**config.mk**
```make
export PLATFORM = sky130hd
export DESIGN_NAME = fu_result_buffer
export DESIGN_NICKNAME = d
export VERILOG_FILES = /design/src/rtl/fu_result_buffer.sv
export SDC_FILE = /design/constraint.sdc
export NUM_CORES = 1
export LEC_CHECK = 0
export ABC_AREA = 1
export ABC_CLOCK_PERIOD_IN_PS = 3000
export BUFFER_PORTS_ARGS = -buffer_cell sky130_fd_sc_hd__buf_2
export CORE_MARGIN = 2
export CORE_UTILIZATION = 48
export CTS_BUF_LIST = sky130_fd_sc_hd__clkbuf_16
export DETAILED_ROUTE_END_ITERATION = 8
export PLACE_DENSITY = 0.68
export RECOVER_POWER = 50
export SLEW_MARGIN = 5
export SYNTH_ARGS = -nofsm -noshare
export SYNTH_HDL_FRONTEND = slang
export SYNTH_SLANG_ARGS = --single-unit
```
**constraint.sdc**
```tcl
create_clock -name clk -period 3 [get_ports clk]
set_input_delay 0.3 -clock clk [delete_from_list [all_inputs] [get_ports clk]]
set_output_delay 0.3 -clock clk [all_outputs]
set_load 0.01 [all_outputs]
```
**src/rtl/fu_result_buffer.sv**
```systemverilog
// rtl/fu_result_buffer.sv - per-FU completion queue feeding one CDB arbiter slot, with starvation flag
// Optional RESULT_BUF_BYPASS_EN: empty-buffer results reach out_valid/out_data in the same cycle.
module fu_result_buffer #(
    parameter int  DATA_W       = 32,  // $bits(cdb_entry_t)
    parameter int  DEPTH        = 4,
    parameter int  STARVE_LIMIT = 16,
    localparam int CNT_W        = $clog2(DEPTH + 1)
) (
    input  logic              clk,
    input  logic              rst,
    input  logic              flush,
    input  logic              in_valid,
    output logic              in_ready,
    input  logic [DATA_W-1:0] in_data,
    output logic              out_valid,
    output logic [DATA_W-1:0] out_data,
    input  logic              cdb_grant,
    output logic [CNT_W-1:0]  count,
    output logic              starve
);
    localparam int PTR_W  = $clog2(DEPTH);
    localparam int WAIT_W = $clog2(STARVE_LIMIT + 1);

    logic [DATA_W-1:0] r_mem [DEPTH];
    logic [PTR_W-1:0]  r_wr_ptr;
    logic [PTR_W-1:0]  r_rd_ptr;
    logic [CNT_W-1:0]  r_count;
    logic [WAIT_W-1:0] r_wait_cnt;

    logic w_full;
    logic w_empty;
    logic w_push;
    logic w_pop;

    assign w_full   = (r_count == CNT_W'(DEPTH));
    assign w_empty  = (r_count == '0);
    assign in_ready = !w_full;
    assign w_pop    = !w_empty && cdb_grant;
    assign count    = r_count;
    assign starve   = (r_wait_cnt == WAIT_W'(STARVE_LIMIT));

`ifdef RESULT_BUF_BYPASS_EN
    // A result granted straight through while empty never enters storage.
    assign w_push    = in_valid && !w_full && !(w_empty && cdb_grant);
    assign out_valid = !w_empty || in_valid;
    assign out_data  = !w_empty ? r_mem[r_rd_ptr] : (in_valid ? in_data : '0);
`else
    assign w_push    = in_valid && !w_full;
    assign out_valid = !w_empty;
    assign out_data  = !w_empty ? r_mem[r_rd_ptr] : '0;
`endif

    always_ff @(posedge clk) begin
        if (!rst) begin
            r_wr_ptr   <= '0;
            r_rd_ptr   <= '0;
            r_count    <= '0;
            r_wait_cnt <= '0;
        end else if (flush) begin
            r_wr_ptr   <= '0;
            r_rd_ptr   <= '0;
            r_count    <= '0;
            r_wait_cnt <= '0;
        end else begin
            if (w_push) r_wr_ptr <= r_wr_ptr + 1'b1;
            if (w_pop)  r_rd_ptr <= r_rd_ptr + 1'b1;
            case ({w_push, w_pop})
                2'b10:   r_count <= r_count + 1'b1;
                2'b01:   r_count <= r_count - 1'b1;
                default: r_count <= r_count;
            endcase
            if (w_pop || w_empty)
                r_wait_cnt <= '0;
            else if (r_wait_cnt != WAIT_W'(STARVE_LIMIT))
                r_wait_cnt <= r_wait_cnt + 1'b1;
        end
    end

    // Payload storage needs no reset; occupancy is tracked by r_count.
    always_ff @(posedge clk) begin
        if (rst && !flush && w_push)
            r_mem[r_wr_ptr] <= in_data;
    end

    always_ff @(posedge clk) begin
        if (rst && !flush) begin
            assert (!(w_push && w_full)) else $error("push while full");
            assert (!(w_pop && w_empty)) else $error("pop while empty");
            assert (PTR_W'(r_wr_ptr - r_rd_ptr) == r_count[PTR_W-1:0])
                else $error("count does not match pointer distance");
        end
    end

endmodule

```
==> flow_metrics.py <==
metrics = {
    "clock_tree": {
        "clock-sinks": 142,
        "clk_latency_ns": 0.41,
        "ctsHoldBuffers": 0,
        "clk_path_buf_depth": 2,
        "h-tree-depth": 4,
        "cts_tree": "yes",
        "postCtsSetupRepairBufs": 0,
        "path_clk_slew_ns": 0.05,
        "clockRootBuffer": "clkbuf_16",
        "numCtsBuffers": 17,
        "cts_resized": 0,
    },
    "outcome": {
        "outcome": "finished, violations left",
        "violations": "design-rule violations",
    },
    "synthesis": {
        "synth_nets": 528,
        "yosys_warnings": 0,
        "synth.distinct_cells": 22,
        "ys_ff_latch": 142,
        "syn_inst": 483,
        "syn_avg_cell_area_um2": 11.8,
        "syn_area_um2": 5710,
        "seq_area_frac_synth_pct": 72.2,
    },
    "layout": {
        "multi_input_area_um2": 1380,
        "antennaDiodeCount": 0,
        "mostFrequentLayoutCells": "143 x nor2_1, 128 x edfxtp_1, 38 x clkbuf_1",
        "drive_above_1_share_pct": 13.2,
        "final-instance-count-excl-fill": 717,
        "final_nets": 607,
        "regArea_um2": 4130,
        "mostFrequentLayoutCell": "nor2_1",
        "fill_cells": 946,
        "area_growth_pct": 18.1,
        "post-route-util_pct": 58.6,
    },
    "power": {
        "ir_worst_vdd_mv": 0.412,
        "p_per_area_nw_per_um2": 656,
        "power.leakage_uw": 0.00245,
    },
    "sta": {
        "fin_skew_ns": 0.00383,
        "slew_viol_final": 0,
        "hold_viol_final": 0,
        "min_period_over_period_pct": 78.7,
        "finalSetupViolCount": 0,
        "rsz0062_at_grt": "false",
        "worst_slack_ns": 0.638,
        "slew_headroom_pct": 26.9,
        "worst_pin_slew_ns": 1.10,
        "tns_ns": 0,
        "min_period_ns": 2.36,
        "fin_hold_ws_ns": 0.145,
        "max_freq_mhz": 423,
    },
    "global_routing": {
        "antenna_found_initial": 0,
        "grt_pass1_wl_um": 17900,
        "grt_pass1_vias": 3625,
        "grt_max_degree": 65,
        "grt_use_total_pct": 18.5,
        "grt_overflow_total": 0,
    },
    "detailed_routing": {
        "wl_um": 11200,
        "drt_pass1_iterations": 7,
        "drtAntennaViolNets": 0,
        "via_per_inst": 5.18,
        "drtIter0Drc": 191,
        "drc": 5,
        "avgRoutedWirePerCell_um": 15.6,
        "vias": 3713,
    },
    "worst_setup_path": {
        "crit_path_max_incr_delay_ns": 0.35,
        "timing.rr.end": "r_mem[2][23]",
        "worstRegToRegCells": 5,
        "endpoint_kind": "output port",
        "worst_ep_arrival_time_ns": 2.06,
        "critPathRequiredTime_ns": 2.70,
        "critPathLaunchType": "flop",
        "criticalPathCategory": "flop to output port",
        "rrSetupSlack_ns": 0.65,
        "slowest_stage": "inv_1",
        "crit_fanout": 21,
        "timing.rr.start": "count[1]",
        "path_cells": "nor2_1, nand2_1, inv_1, buf_4, a21oi_1, buf_2",
    },
    "place": {
        "dpl.cell_count": 686,
        "port_buffers": 74,
        "gp_congestion": 0.792,
        "hpwl_um": 6980,
        "pre_cts_ws_ns": 0.683,
    },
    "floorplanning": {
        "fp.dieH_um": 113,
        "io-pin-count": 75,
        "die-width_um": 113,
        "dieArea_um2": 12800,
        "row_count": 39,
        "start_util_pct": 49.6,
        "coreArea_um2": 11500,
    },
    "min_path": {
        "min_from": "in_data[25]",
        "min_path_type": "input pin to flop",
        "hold_end": "r_mem[3][25]",
        "hold_depth": 1,
    },
    "flow_run": {
        "cap_violations": 0,
    },
}
[worst max-delay path, delay by kind of cell (launching register included)]
kind | cells | cell delay [ns]
AO/OA/AOI/OAI | 1 | 0.11
buffers and inverters | 3 | 0.86
flip-flops | 1 | 0.32
AND/OR/NAND/NOR | 2 | 0.35
[synthesized netlist by cell type (all sizes together)]
cell type  count  share of area (%)
a21oi         37                3.2
clkbuf         8               0.53
or2            1               0.11
nand2         21                1.4
nand3          7               0.61
nand4          2               0.22
dfxtp         14                4.9
nand3b         1               0.13
ha             7                1.5
o21ai         66                5.8
fa             1               0.35
nor2         148                9.8
xor2           2               0.31
buf           15                2.1
a21boi         1               0.13
edfxtp       128                 67
inv           24                1.6
[per-layer routing]
layer	GRT usage [%]	vias up	wire (um)
met5	0	-	0
met1	23.8	1749	5030
met4	8.37	0	225
met2	29.5	116	5350
met3	4.93	20	598
li1	-	1828	-
[where the power goes]
part	internal (uW)	total [uW]	leakage, uW	switching (uW)
logic	78.3	243	0.000896	165
registers	2180	2190	0.00127	8.95
clock network	1270	1990	0.000287	724
total	3530	4430	0.00245	898
[how the worst max path moves through the flow]
| stage | start | to | slack (ns) |
|---|---|---|---|
| 2_1_floorplan | count[1] | r_mem[0][0] | 0.27 |
| 3_3_place_gp | in_valid | r_mem[2][23] | 0.74 |
| 3_5_place_dp | count[1] | r_mem[2][29] | 0.68 |
| 4_1_cts | flop | out_data[28] | 0.58 |
| 5_1_grt | flop | out_data[29] | 0.47 |
| 6_report | count[0] | out_data[6] | 0.64 |
[cell type report]
class / count / area share [%]
sequential: 142 / 61.1
multi-input combinational: 294 / 20.4
clock buffer: 17 / 6.31
timing repair buffer: 83 / 6.16
tap: 143 / 2.65
clock inverter: 14 / 2.00
inverter: 24 / 1.34
[flip-flops by register name (all words and copies together) (netlist names), named ones only]
name / flops
r_wait_cnt: 5
r_wr_ptr: 2
count: 3
r_mem: 128
r_rd_ptr: 2
[cells by family after synthesis]
kind of cell             after synthesis  share of synthesized area (%)
AO/OA/AOI/OAI                        104                           9.15
adder cells (fa/ha/maj)                8                           1.88
flip-flops                           142                           72.2
XOR/XNOR                               2                          0.307
buffers and inverters                 47                           4.25
AND/OR/NAND/NOR                      180                           12.2
[stage by stage]
step                      cell area [um^2]  total power, uW
final                                 6750             4430
after global routing                  6750             4570
after CTS                             6790             4470
after detailed placement              6230             2480
after global placement                6230             2480
after floorplan                       5710             2370
Note: power is estimated with default switching activity, not from simulation.
